--- src/rtl/vms_pkg.sv ---
// Shared definitions for the timer arbiter.
//   state_t    : FSM state encoding (IDLE, RUN, DONE)
//   N_REQ_DEF  : default number of requesters
//   DUR_W_DEF  : default duration width in ticks
//   idx_w()    : width of an index into n requesters (at least 1 bit)
package vms_pkg;

  localparam int N_REQ_DEF = 4;
  localparam int DUR_W_DEF = 8;

  typedef enum logic [1:0] {
    IDLE = 2'd0,
    RUN  = 2'd1,
    DONE = 2'd2
  } state_t;

  function automatic int idx_w(input int n);
    return (n > 1) ? $clog2(n) : 1;
  endfunction

endpackage

--- src/rtl/rr_pick.sv ---
// Combinational round-robin picker.
// Searches req starting at index ptr+1 (mod N_REQ) upward and returns the
// first requester found as a one-hot vector.
//   req    : request vector, one bit per requester
//   ptr    : index of the previous winner (lowest priority this round)
//   valid  : at least one request is present
//   winner : one-hot winner, all zero when valid is low
module rr_pick
  import vms_pkg::*;
#(
  parameter int N_REQ = N_REQ_DEF
) (
  input  logic [N_REQ-1:0]        req,
  input  logic [idx_w(N_REQ)-1:0] ptr,
  output logic                    valid,
  output logic [N_REQ-1:0]        winner
);

  localparam int PW = idx_w(N_REQ);

  // One extra bit so ptr + offset (up to 2*N_REQ-1) never wraps before
  // the explicit modulo step.
  logic [PW:0] sum;

  always_comb begin
    valid  = 1'b0;
    winner = '0;
    sum    = '0;
    for (int off = 1; off <= N_REQ; off++) begin
      sum = {1'b0, ptr} + (PW+1)'(off);
      if (sum >= (PW+1)'(N_REQ)) begin
        sum = sum - (PW+1)'(N_REQ);
      end
      // First hit in search order wins; later candidates are masked.
      if (!valid && req[sum[PW-1:0]]) begin
        valid               = 1'b1;
        winner[sum[PW-1:0]] = 1'b1;
      end
    end
  end

endmodule

--- src/rtl/timer_arb.sv ---
// Shared countdown timer with round-robin ownership.
// One requester at a time owns the timer; it is loaded with that
// requester's duration and counts down on i_tick. Expiry produces a
// one-cycle o_done pulse to the owner; dropping the request aborts.
//   i_clk    : clock
//   i_rst    : synchronous active-high reset
//   i_tick   : one-cycle time-base pulse from the external divider
//   i_req    : level request per requester
//   i_dur    : packed durations, requester k at [k*DUR_W +: DUR_W]
//   o_gnt    : one-hot grant, high while the timer is owned
//   o_done   : one-cycle expiry pulse to the owner
//   o_busy   : high in RUN or DONE
//   o_remain : ticks still remaining for the current owner
module timer_arb
  import vms_pkg::*;
#(
  parameter int N_REQ = N_REQ_DEF,
  parameter int DUR_W = DUR_W_DEF
) (
  input  logic                   i_clk,
  input  logic                   i_rst,
  input  logic                   i_tick,
  input  logic [N_REQ-1:0]       i_req,
  input  logic [N_REQ*DUR_W-1:0] i_dur,
  output logic [N_REQ-1:0]       o_gnt,
  output logic [N_REQ-1:0]       o_done,
  output logic                   o_busy,
  output logic [DUR_W-1:0]       o_remain
);

  localparam int PW = idx_w(N_REQ);

  state_t           state_reg, state_next;
  logic [DUR_W-1:0] cnt_reg,   cnt_next;
  logic [PW-1:0]    ptr_reg,   ptr_next;
  logic [N_REQ-1:0] gnt_reg,   gnt_next;
  logic [N_REQ-1:0] done_reg,  done_next;

  logic             pick_valid;
  logic [N_REQ-1:0] pick_winner;
  logic [PW-1:0]    win_idx;
  logic [DUR_W-1:0] win_dur;
  logic [DUR_W-1:0] dur_arr [N_REQ];

  // Unpack the duration bus into one entry per requester.
  for (genvar gi = 0; gi < N_REQ; gi++) begin : g_dur
    assign dur_arr[gi] = i_dur[gi*DUR_W +: DUR_W];
  end

  rr_pick #(
    .N_REQ (N_REQ)
  ) u_rr_pick (
    .req    (i_req),
    .ptr    (ptr_reg),
    .valid  (pick_valid),
    .winner (pick_winner)
  );

  always_ff @(posedge i_clk) begin
    if (i_rst) begin
      state_reg <= IDLE;
      cnt_reg   <= '0;
      ptr_reg   <= PW'(N_REQ - 1);
      gnt_reg   <= '0;
      done_reg  <= '0;
    end else begin
      state_reg <= state_next;
      cnt_reg   <= cnt_next;
      ptr_reg   <= ptr_next;
      gnt_reg   <= gnt_next;
      done_reg  <= done_next;
    end
  end

  always_comb begin
    state_next = state_reg;
    cnt_next   = cnt_reg;
    ptr_next   = ptr_reg;
    gnt_next   = gnt_reg;
    done_next  = '0;

    win_idx = '0;
    for (int i = 0; i < N_REQ; i++) begin
      if (pick_winner[i]) begin
        win_idx = PW'(i);
      end
    end
    win_dur = dur_arr[win_idx];

    case (state_reg)
      IDLE: begin
        // i_tick is deliberately not looked at here, so a tick landing
        // on the grant edge never counts.
        if (pick_valid) begin
          ptr_next = win_idx;
          if (win_dur == '0) begin
            // Zero duration expires immediately and is never granted.
            state_next = DONE;
            done_next  = pick_winner;
            gnt_next   = '0;
            cnt_next   = '0;
          end else begin
            state_next = RUN;
            gnt_next   = pick_winner;
            cnt_next   = win_dur;
          end
        end
      end

      RUN: begin
        // Abort is checked first so it beats a coincident final tick.
        if (!i_req[ptr_reg]) begin
          state_next = IDLE;
          gnt_next   = '0;
          cnt_next   = '0;
        end else if (i_tick) begin
          if (cnt_reg == DUR_W'(1)) begin
            state_next = DONE;
            done_next  = gnt_reg;
            gnt_next   = '0;
            cnt_next   = '0;
          end else begin
            cnt_next = cnt_reg - DUR_W'(1);
          end
        end
      end

      DONE: begin
        state_next = IDLE;
        gnt_next   = '0;
        cnt_next   = '0;
      end

      default: begin
        state_next = IDLE;
        gnt_next   = '0;
        cnt_next   = '0;
      end
    endcase
  end

  assign o_gnt    = gnt_reg;
  assign o_done   = done_reg;
  assign o_busy   = (state_reg != IDLE);
  assign o_remain = cnt_reg;

endmodule

--- config.mk ---
export PLATFORM = sky130hd
export DESIGN_NAME = timer_arb
export DESIGN_NICKNAME = d
export VERILOG_FILES = /design/src/rtl/vms_pkg.sv /design/src/rtl/rr_pick.sv /design/src/rtl/timer_arb.sv
export SDC_FILE = /design/constraint.sdc
export NUM_CORES = 1
export LEC_CHECK = 0
export ABC_AREA = 1
export CORE_MARGIN = 4
export CORE_UTILIZATION = 25
export CTS_BUF_LIST = sky130_fd_sc_hd__clkbuf_8
export DETAILED_ROUTE_END_ITERATION = 12
export GPL_TIMING_DRIVEN = 0
export PLACE_DENSITY_LB_ADDON = 0.2
export SYNTH_ARGS = -nofsm -noshare
export SYNTH_HDL_FRONTEND = slang
export SYNTH_SLANG_ARGS = --single-unit
--- constraint.sdc ---
create_clock -name i_clk -period 2.59 [get_ports i_clk]
set_input_delay 0.518 -clock i_clk [delete_from_list [all_inputs] [get_ports i_clk]]
set_output_delay 0.518 -clock i_clk [all_outputs]
set_load 0.02 [all_outputs]
# Word-level counts from Yosys, hierarchy flattened
# Cells that the tools add are included.
# W data, S select, Z words.
[op_classes]
addsub = 9
n_lt_le_gt_ge = 14
eq_ne = 5
n_mux = 60
bitwise = 4
n_reduce_logical = 16
[ops]
columns = ["operator", "n"]
rows = [
  ["$mux W4", 14],
  ["$mux W8", 7],
  ["$mux W2", 11],
  ["$bmux W8 S2", 1],
  ["$pmux W4 S2", 2],
  ["$pmux W8 S2", 1],
  ["$ge A3 B3 Y1 const B", 5],
  ["$lt A2 B3 Y1 const B", 5],
  ["$mux W1", 14],
  ["$or A4 B4 Y4", 3],
  ["$bmux W1 S2", 5],
  ["$demux W1 S2", 4],
  ["$eq A8 B1 Y1 const B", 1],
  ["$ge A2 B1 Y1 const B", 4],
  ["$logic_not A8 Y1", 1],
  ["$sub A2 B1 Y2 const B", 4],
  ["$sub A8 B1 Y8 const B", 1],
  ["$logic_and A1 B1 Y1", 7],
  ["$add A2 B2 Y3 const B", 2],
  ["$ne A3 B3 Y1 const B", 2],
  ["$pmux W2 S2", 1],
  ["$reduce_and A2 Y1", 2],
  ["$add A2 B1 Y3 const B", 1],
  ["$add A2 B3 Y3 const B", 1],
  ["7 further kinds", 9],
]
[word_totals]
register_bits = 20
word_cells = 113

# Logic depth before layout (Yosys ltp)
# Gate-level depths: netlist of run 1.
[depth]
word_depth = 26
depth_mapped = 21
ltp_nobuf = 21

# Cells and area by module
# Synthesis of run 1 repeated with hierarchy kept, for this count alone.
[hier_totals]
cells_unflattened = 320
area_unflattened_um2 = 1899.3
[modules_own_cells]
columns = ["module", "n_inst", "cells_each", "area_per_inst_um2", "seq_area_each_um2"]
rows = [
  ["timer_arb", 1, 240, 1447.6, 400.4],
  ["rr_pick", 1, 80, 451.7, 0.0],
]

# Worst setup path before layout of run 1
# OpenSTA, ideal clock, no wires.
[synth_timing]
path_kind = "register -> register"
start = "register ptr_reg[0]"
end = "register gnt_reg[2], in the netlist o_gnt[2]"
setup_time_ns = 0.132
arrival_time_ns = 2.546
required_time_ns = 2.458
setup_slack_ns = -0.088
stages_incl_launch_ff = 21
period_less_slack_ns = 2.678
cell_sequence = "dfxtp_1 > inv_2 > ha_1 > inv_1 > nand3_4 > nand2_4 > nand2_4 > nor2_8 > nand3_2 > nand2_4 > nand2_4 > nand2_8 > nand2_1 > nand2_1 > nand2_2 > inv_1 > nand2_1 > nor2_1 > nand2_2 > nand3_1 > a21oi_1"
[synth_via]
elab_chain_len = 26
elab_cells_between_ends = 79
[synth_rtl]
columns = ["element", "line_no", "rtl"]
rows = [
  ["start: declaration", "timer_arb.sv:35", "logic [PW-1:0] ptr_reg, ptr_next;"],
  ["start signal: assignment", "timer_arb.sv:63", "ptr_reg <= PW'(N_REQ - 1);"],
  ["start signal: assignment", "timer_arb.sv:69", "ptr_reg <= ptr_next;"],
  ["parallel branches: the longest is 26 deep, another holds $add A2 B1 Y3", "--", ""],
  ["end signal: assignment", "timer_arb.sv:70", "gnt_reg <= gnt_next;"],
  ["end: declaration", "timer_arb.sv:36", "logic [N_REQ-1:0] gnt_reg, gnt_next;"],
]
# Parallel ways; which one is timed is not known. The select of a mux whose other input is x is not followed.
# A chain may end at the register's enable or synchronous reset.

# Worst setup path in the final report of run 1
[layout_timing]
start = "register ptr_reg[1]"
end = "register done_reg[3], in the netlist o_done[3]"
[layout_via]
elab_chain_len = 26
elab_cells_between_ends = 75
[layout_rtl]
columns = ["element", "line_no", "rtl"]
rows = [
  ["parallel branches: the longest is 25 deep, another holds $add A2 B1 Y3", "--", ""],
  ["$pmux W4 S2 (*)", "timer_arb.sv:90", "case (state_reg)"],
  ["end signal: assignment", "timer_arb.sv:71", "done_reg <= done_next;"],
  ["end: declaration", "timer_arb.sv:37", "logic [N_REQ-1:0] done_reg, done_next;"],
]
# Mark *: on every way between the ends. The select of a mux whose other input is x is not followed.

==> results of run 1 <==
## worst max-delay path, cell delays in order (launching register included)
cell	delay, ns
dfxtp_4	0.39
inv_8	0.05
ha_4	0.26
inv_4	0.07
nand3_4	0.12
nand2_8	0.12
nand2_8	0.07
nor2_8	0.16
nand3_4	0.11
nand2_8	0.11
clkinv_8	0.09
clkbuf_16	0.16
o21ai_1	0.06
nand2_1	0.08
nand2_2	0.10
nand2_2	0.08
inv_2	0.05
nand2_2	0.05
nor2_4	0.16
nand3_1	0.12
a21oi_2	0.12
## kinds of logic (layout without fill, tap and decap cells)
logic type      Yosys count  count (layout)
simple gates            204             205
compound gates           38              38
buf+inv                  36             136
flops                    20              20
fa+ha+maj                 9               9
xor+xnor                  6               6
## through the flow
step | setup TNS, ns | hold WS (ns) | util [%]
final | -0.0250 | 0.497 | 43.0
after global routing | -1.25 | 0.517 | 43.0
after CTS | -0.00237 | 0.492 | 37.0
after detailed placement | -7.64 | 0.480 | 34.5
after global placement | -7.84 | 0.475 | 34.5
after floorplan | 0 | 0.458 | -
## cell type report
type,instances,area (um^2)
clock inverter,1,30.0
fill,821,4380
buffer,2,18.8
sequential,20,408
inverter,34,158
clock buffer,3,41.3
multi-input combinational,258,1640
timing repair buffer,96,886
tap,102,128
## per-layer routing
metal	vias to the layer above	wire length (um)	global-route usage, %	share of wire, %
met5	-	0	0	0
met4	0	106	2.69	1.7
met3	10	352	2.25	5.5
met2	52	2950	21.7	46
met1	1036	3000	18.0	47
li1	1216	-	-	-
## cells in the final DEF, fill, tap and decap left out, types with 2 or more instances in the layout
cell | Yosys | routed
nand2_4 | 5 | 3
nand3b_1 | 5 | 5
nand2_2 | 15 | 27
inv_2 | 4 | 9
nand2_8 | 1 | 5
nor2_4 | 4 | 9
dlygate4sd2_1 | 0 | 4
nand2_1 | 87 | 74
a21oi_2 | 0 | 8
clkdlybuf4s50_1 | 0 | 51
inv_1 | 28 | 20
a21boi_0 | 3 | 2
dfxtp_1 | 20 | 18
o21ai_1 | 3 | 3
buf_6 | 1 | 4
nand3_2 | 2 | 7
o22ai_1 | 7 | 5
nor2_1 | 38 | 30
nand3_1 | 34 | 28
clkbuf_8 | 0 | 3
xor2_1 | 3 | 3
o22ai_2 | 0 | 2
dfxtp_4 | 0 | 2
nor2_2 | 4 | 7
a21oi_1 | 22 | 14
ha_1 | 9 | 8
xnor2_1 | 3 | 3
buf_4 | 0 | 36
o21ai_0 | 2 | 2
nand3_4 | 3 | 4
nand4_1 | 2 | 2
inv_8 | 0 | 2
## worst paths after layout
kind                                 start   endpoint  slack [ns]  cells after the start
worst min register to register    o_gnt[2]   o_gnt[2]        0.50                      2
worst max register to register  ptr_reg[1]  o_done[3]       -0.01                     20
worst min-delay path              o_gnt[2]   o_gnt[2]        0.50                      2
worst max-delay path            ptr_reg[1]  o_done[3]       -0.01                     20
## repair_timing
item,4_1_cts,5_1_grt
setup endpoints to repair,18,18
pin swaps,8,27
cloned,1,1
gates resized for setup,22,60
setup buffers,10,30
hold endpoints to repair,0,0
==> impl_metrics.json, run 1 <==
{
  "status": "complete, but fails checks",
  "violations": "setup timing",
  "die_w_um": 96.5,
  "dpl_cell_area_um2": 2650,
  "cts_tree": "done",
  "avgViaCountPerCell": 4.48,
  "clock-sinks": 20,
  "synth_top_area_share_pct": 20.4,
  "core_um2": 7690,
  "synth.area.mux_share_pct": 0,
  "drt_wl_total_um": 6410,
  "synth_xor_xnor_area_share_pct": 2.68,
  "finalClockSkew_ns": 0.00678,
  "yosysTopAreaCell": "dfxtp_1",
  "synthTopCellsByCount": "nand2_1, nor2_1, nand3_1, inv_1, a21oi_1",
  "synthCells": 313,
  "antenna_found_initial": 0,
  "vias": 2314,
  "finalHoldViolCount": 0,
  "yosys.area_share.simple_pct": 53.1,
  "numPortBuffers": 55,
  "fp.dieH_um": 96.5,
  "grt_pass1_wl_um": 9860,
  "layout-drive-gt1-share_pct": 32.6,
  "synthAdderAreaFrac_pct": 5.75,
  "ys_seq_area_share_pct": 20.4,
  "ctsHoldBuffers": 0,
  "final_cells": 516,
  "drv_cap": 0,
  "netlist_area_um2": 1960,
  "dp_hpwl_um": 4590,
  "slew_headroom_pct": 69.0,
  "start_kind": "flop",
  "grt_start_max_net_pins": 13,
  "synth_top_family_by_area": "simple AND/OR/NAND/NOR gates",
  "grt_pass1_vias": 2140,
  "diodes": 0,
  "synth-compound-area-share_pct": 10.7,
  "period_share_pct": 101,
  "largest_reg_flops": 8,
  "postSynthAreaPerCell_um2": 6.26,
  "overflow": 0,
  "path_clk_slew_ns": 0.08,
  "rsz0062_at_grt": "true",
  "async_flop_share_pct": 0,
  "drc": 0,
  "ant_nets": 0,
  "dieArea_um2": 9320,
  "worst_slack_ns": -0.0130,
  "gp_congestion": 0.813,
  "clk_latency_ns": 0.26,
  "synth_edf_count": 0,
  "setup-violations-final": 3,
  "dp_cells": 470,
  "dr.pass1.iters": 4,
  "design_area_um2": 3300,
  "cts_root_buf": "clkbuf_8",
  "rows": 32,
  "io_pins": 56,
  "dp_worst_setup_slack_ns": -0.508,
  "synthTopCellsByArea": "dfxtp_1, nand2_1, nand3_1",
  "initial_core_util_pct": 25.5,
  "worst_pin_slew_ns": 0.465,
  "max_clock_freq_mhz": 384,
  "drt-initial-drc-count": 66,
  "crit_arrival_ns": 2.81,
  "yosys_warnings": 0,
  "syn_nets": 361,
  "drv_slew": 0,
  "endpoint_kind": "flop",
  "synth-seq-cells": 20,
  "numCtsBuffers": 3,
  "track_usage_pct": 13.1,
  "crit_fanout": 7,
  "yosysMostFrequentCell": "nand2_1",
  "fin_nets": 463,
  "wl_per_cell_um": 12.4,
  "worst-setup-path-type": "flop to flop",
  "hold_class": "flop to flop",
  "htreeDepth": 1,
  "cts_max_path_buffers": 2,
  "crit_required_ns": 2.79,
  "syn_to_final_growth_pct": 68.6,
  "synth_flop_cell": "dfxtp_1",
  "finalCriticalPeriod_ns": 2.60,
  "synthDistinctLibCells": 32
}
Power of run 1 is not shown: default switching activity piles up to over one toggle a cycle in this logic, so the estimate is an artifact.
==> inputs of run 2 (changes only) <==
Settings changed: CORE_MARGIN 4 to default.
==> run 2 against run 1 <==
The run now ends clean. Global-route usage rose by 2.0 points. Sequential share of layout area increased by 0.54 points. Flip-flop and latch count unchanged. Register-to-register slack improved by 0.07 ns. Utilization is 0.24 points lower. Wire length shrank 1.5%. Critical path depth unchanged. Count of clock-buffer cells in the layout did not move. Die area fell by 12%. Critical endpoint is now o_done[1]. Largest cell class unchanged. Highest routed layer unchanged.
==> impl_metrics.json, run 2 (synthesis results as in run 1) <==
{
  "fp.dieH_um": 90.5,
  "dieArea_um2": 8200,
  "wl_per_cell_um": 12.4,
  "cts_root_buf": "clkbuf_8",
  "io_pins": 56,
  "vias": 2327,
  "layout-drive-gt1-share_pct": 27.1,
  "diodes": 0,
  "grt_pass1_vias": 2169,
  "finalClockSkew_ns": 0.00584,
  "cts_tree": "done",
  "initial_core_util_pct": 26.4,
  "finalHoldViolCount": 0,
  "endpoint_kind": "flop",
  "seq_area_um2": 408,
  "drv_cap": 0,
  "drt-initial-drc-count": 61,
  "final_common_cell": "nand2_1",
  "dp_worst_setup_slack_ns": -0.535,
  "r2r-start": "ptr_reg[0]",
  "overflow": 0,
  "die_w_um": 90.5,
  "fill_cells": 770,
  "rsz0062_at_grt": "true",
  "track_usage_pct": 15.1,
  "ctsHoldBuffers": 0,
  "syn_to_final_growth_pct": 61.6,
  "avgViaCountPerCell": 4.58,
  "max_clock_freq_mhz": 395,
  "antenna_found_initial": 0,
  "hold_class": "flop to flop",
  "clock-sinks": 20,
  "grt_start_max_net_pins": 13,
  "fin_nets": 458,
  "finalCriticalPeriod_ns": 2.53,
  "rows": 31,
  "crit_required_ns": 2.79,
  "largest_reg_flops": 8,
  "status": "finished, final reports clean",
  "worst_slack_ns": 0.0581,
  "path_clk_slew_ns": 0.08,
  "min_from": "o_gnt[2]",
  "worst-setup-path-type": "flop to flop",
  "grt_pass1_wl_um": 10200,
  "numPortBuffers": 55,
  "drv_slew": 0,
  "worst_pin_slew_ns": 0.558,
  "drt_wl_total_um": 6320,
  "cts_max_path_buffers": 2,
  "crit_arrival_ns": 2.73,
  "tns_ns": 0,
  "drc": 0,
  "clk_latency_ns": 0.26,
  "gp_congestion": 0.802,
  "dr.pass1.iters": 4,
  "numCtsBuffers": 3,
  "multi_input_comb_area_um2": 1550,
  "period_share_pct": 97.8,
  "core_um2": 7410,
  "setup-violations-final": 0,
  "final_cell_mix": "nand2_1, clkdlybuf4s50_1, nor2_1, buf_4, nand3_1",
  "start_kind": "flop",
  "htreeDepth": 1,
  "slew_headroom_pct": 62.7,
  "crit_fanout": 7,
  "startpoint": "ptr_reg[0]",
  "dp_hpwl_um": 4490,
  "ant_nets": 0
}
run 2: cell count changes in the layout (fill, tap and decap cells not counted), moves of 4 or more:
| cell | before | now |
|---|---|---|
| nand2_1 | 74 | 80 |
| nand2_2 | 27 | 21 |
| inv_1 | 20 | 25 |
| inv_2 | 9 | 4 |
| buf_4 | 36 | 32 |
| nand2_4 | 3 | 7 |
| nand2_8 | 5 | 1 |
| nor2_1 | 30 | 34 |
run 2: worst paths after layout:
check	to	slack (ns)	cells after the start
hold reg to reg	o_gnt[2]	0.49	2
setup / recovery	o_done[1]	0.06	20
setup reg to reg	o_done[1]	0.06	20
hold / removal	o_gnt[2]	0.49	2
run 2: layout make-up:
class / instances / share of cell area, %
Tap cell: 99 / 3.91
Buffer: 2 / 0.593
Clock buffer: 3 / 1.30
Sequential cell: 20 / 12.9
Multi-Input combinational cell: 258 / 49.0
Timing Repair Buffer: 91 / 26.7
Inverter: 34 / 4.74
Clock inverter: 1 / 0.948
run 2: stage by stage:
step	hold slack, ns	instance area, um^2	instances	util (%)
floorplan	0.458	1970	313	-
global placement	0.476	2650	467	35.7
detailed placement	0.479	2650	467	35.7
CTS	0.492	2980	494	40.2
global route	0.515	3170	508	42.7
finish	0.491	3170	508	42.7
run 2: layer usage:
metal	vias up	global-route usage, %	share of wire (%)
li1	1212	-	-
met1	1041	19.7	47
met2	70	26.3	48
met3	4	2.95	5.3
met4	0	1.61	0.25
met5	-	0	0
run 2: critical path: stages, from the launching register on:
cell and delay (ns):
dfxtp_4 0.39, inv_8 0.04, ha_4 0.26, inv_4 0.07, nand3_4 0.08, nand2_4 0.12
nand2_4 0.09, nor2_8 0.17, nand3_4 0.11, nand2_4 0.12, inv_8 0.06, clkbuf_16 0.15
nand3_1 0.07, nand2_1 0.06, nand2_2 0.10, nand2_2 0.07, inv_2 0.06, nand2_2 0.06
nor2_4 0.18, nand3_2 0.10, a21oi_2 0.12
run 2: timing repair:
item / in CTS / in global routing
gates resized for setup: 37 / 18
gates cloned: 1 / 1
pin swaps: 21 / 29
setup endpoints to repair: 18 / 18
buffers inserted: 22 / 13
Power of run 2 is left out for the same reason.
==> inputs of run 3 (changes only) <==
Settings changed: SYNTH_HIERARCHICAL from default to 1.
==> run 3 against run 2 <==
Worst setup slack worse by 0.10 ns. Maximum frequency fell by 3.9%. First-iteration DRC count grew 54%. Design area is 0.55% higher. The run now ends with setup timing left. Hold slack better by 0.0011 ns. Global-route usage grew 1.3 points. Utilization up 0.92 points.
==> impl_metrics.json, run 3 <==
{
  "status": "complete, but fails checks",
  "violations": "setup timing",
  "worst_pin_slew_ns": 0.503,
  "max_clock_freq_mhz": 379,
  "dpl_cell_area_um2": 2580,
  "drc": 0,
  "layout-drive-gt1-share_pct": 27.6,
  "postSynthAreaPerCell_um2": 5.94,
  "syn_to_final_growth_pct": 67.7,
  "rows": 31,
  "r2r-start": "ptr_reg[0]",
  "htreeDepth": 1,
  "cp_cell_sequence": "inv_8, ha_4, inv_4, nand3_4, nand2_8, nand2_4, nor2_4, buf_6, nand3_4, nand2_4, inv_8, buf_8, nand3_1, nand3_1, nand2_2, nand2_2, nor2_4, nand2_4, buf_4, nand4_1, a21oi_1",
  "crit_top_cell": "nand2_4",
  "cp_top_family": "simple AND/OR/NAND/NOR gates",
  "wl_per_cell_um": 12.1,
  "final_cell_mix": "nand2_1, clkdlybuf4s50_1, nor2_1, inv_1, buf_4",
  "synth_edf_count": 0,
  "die_w_um": 89.2,
  "numPortBuffers": 54,
  "final_common_cell": "nand2_1",
  "dp_hpwl_um": 4340,
  "yosysMostFrequentCell": "nand2_1",
  "ys_seq_area_share_pct": 21.1,
  "fin_nets": 467,
  "setup-violations-final": 4,
  "rsz0062_at_grt": "true",
  "initial_core_util_pct": 26.0,
  "synthTopCellsByArea": "dfxtp_1, nand2_1, nand3_1",
  "avgViaCountPerCell": 4.58,
  "synth_flop_cell": "dfxtp_1",
  "syn_nets": 369,
  "drt-initial-drc-count": 94,
  "endpoint": "o_gnt[2]",
  "finalHoldViolCount": 0,
  "cts_tree": "done",
  "worst-setup-path-type": "flop to flop",
  "synthTopCellsByCount": "nand2_1, nor2_1, inv_1, nand3_1",
  "synth_top_area_share_pct": 21.1,
  "io_pins": 56,
  "drt_wl_total_um": 6220,
  "worst_slack_ns": -0.0455,
  "path_clk_slew_ns": 0.08,
  "crit_fanout": 10,
  "startpoint": "ptr_reg[0]",
  "diodes": 0,
  "ant_nets": 0,
  "async_flop_share_pct": 0,
  "hold_class": "flop to flop",
  "netlist_area_um2": 1900,
  "start_kind": "flop",
  "grt_pass1_vias": 2169,
  "clock-sinks": 20,
  "r2r-end": "o_gnt[2]",
  "period_share_pct": 102,
  "fp.dieH_um": 89.2,
  "dieArea_um2": 7950,
  "drv_cap": 0,
  "grt_start_max_net_pins": 14,
  "finalCriticalPeriod_ns": 2.64,
  "dp_worst_setup_slack_ns": -0.566,
  "reg2regPathDepth": 21,
  "cts_root_buf": "clkbuf_8",
  "grt_pass1_wl_um": 10200,
  "synth-seq-cells": 20,
  "largest_reg_flops": 8,
  "track_usage_pct": 16.4,
  "yosysTopAreaCell": "dfxtp_1",
  "crit_required_ns": 2.73,
  "drv_slew": 0,
  "path_buf_inv": 6,
  "synthCells": 320,
  "cts_max_path_buffers": 2,
  "reg2reg_setup_slack_ns": -0.05,
  "core_um2": 7290,
  "finalClockSkew_ns": 0.00330,
  "overflow": 0,
  "dr.pass1.iters": 4,
  "numCtsBuffers": 3,
  "endpoint_kind": "flop",
  "worst_path_max_delay_cell": "dfxtp_4",
  "clk_latency_ns": 0.26,
  "slew_headroom_pct": 66.4,
  "yosys_warnings": 6,
  "gp_congestion": 0.827,
  "antenna_found_initial": 0,
  "crit_arrival_ns": 2.77,
  "synthDistinctLibCells": 27,
  "worst-path-stages": 21,
  "cpPeakStageDelay_ns": 0.39,
  "design_area_um2": 3180,
  "ctsHoldBuffers": 0,
  "vias": 2365
}
## run 3: cell count changes after synthesis, sizes merged, moves of 3 or more
cell,previous run,this run
nand2,108,101
inv,33,44
nand4,2,7
a21boi,3,0
## run 3: timing repair
item	in CTS	in global routing
gates cloned	0	1
pin swaps	26	23
gates resized for setup	50	32
setup buffers	31	9
endpoints found under the setup margin	18	18
## run 3: tightest hold or removal path, delay by kind of cell (launching register included)
family             cells  cell delay [ns]
DFF                    1             0.33
and+or+nand+nor        1             0.07
AOI/OAI and AO/OA      1             0.05
## run 3: worst min-delay path by stage
stage / start / slack [ns] / end / cells past startpoint
global placement: o_remain[1] / 0.48 / o_remain[1] / 2
CTS: o_gnt[0] / 0.49 / o_gnt[0] / 2
floorplan: state_reg[0] / 0.47 / state_reg[0] / 2
global route: o_remain[1] / 0.50 / o_remain[1] / 2
finish: o_gnt[0] / 0.49 / o_gnt[0] / 2
detailed placement: o_remain[1] / 0.47 / o_remain[1] / 2
## run 3: cell families after synthesis
group	share of synthesized area [%]
XOR/XNOR	2.31
buffers and inverters	10.1
AND/OR/NAND/NOR	49.7
flip-flops	21.1
AO/OA/AOI/OAI	10.1
adder cells (fa/ha/maj)	6.59
## run 3: area by class of cell
cell class / instances / area, um^2
inverter: 44 / 193
fill: 787 / 4110
buffer: 5 / 37.5
multi-input combinational: 252 / 1510
timing repair buffer: 92 / 861
tap: 99 / 124
clock buffer: 4 / 55.1
sequential: 20 / 408
## run 3: routing by layer
metal / track usage [%] / share of wire [%] / vias to the layer above
met5: 0 / 0 / -
met4: 2.16 / 1.1 / 0
met3: 3.05 / 5.0 / 8
met2: 29.6 / 49 / 67
met1: 20.7 / 45 / 1078
li1: - / - / 1212
## run 3: through the flow
stage / util [%] / TNS (ns) / instances / hold slack, ns
floorplan: - / 0 / 320 / 0.470
global placement: 35.4 / -7.20 / 473 / 0.480
detailed placement: 35.4 / -7.21 / 473 / 0.475
CTS: 41.4 / -0.143 / 508 / 0.488
global route: 43.7 / -1.67 / 516 / 0.504
finish: 43.7 / -0.108 / 516 / 0.492
Power of run 3 is left out for the same reason.
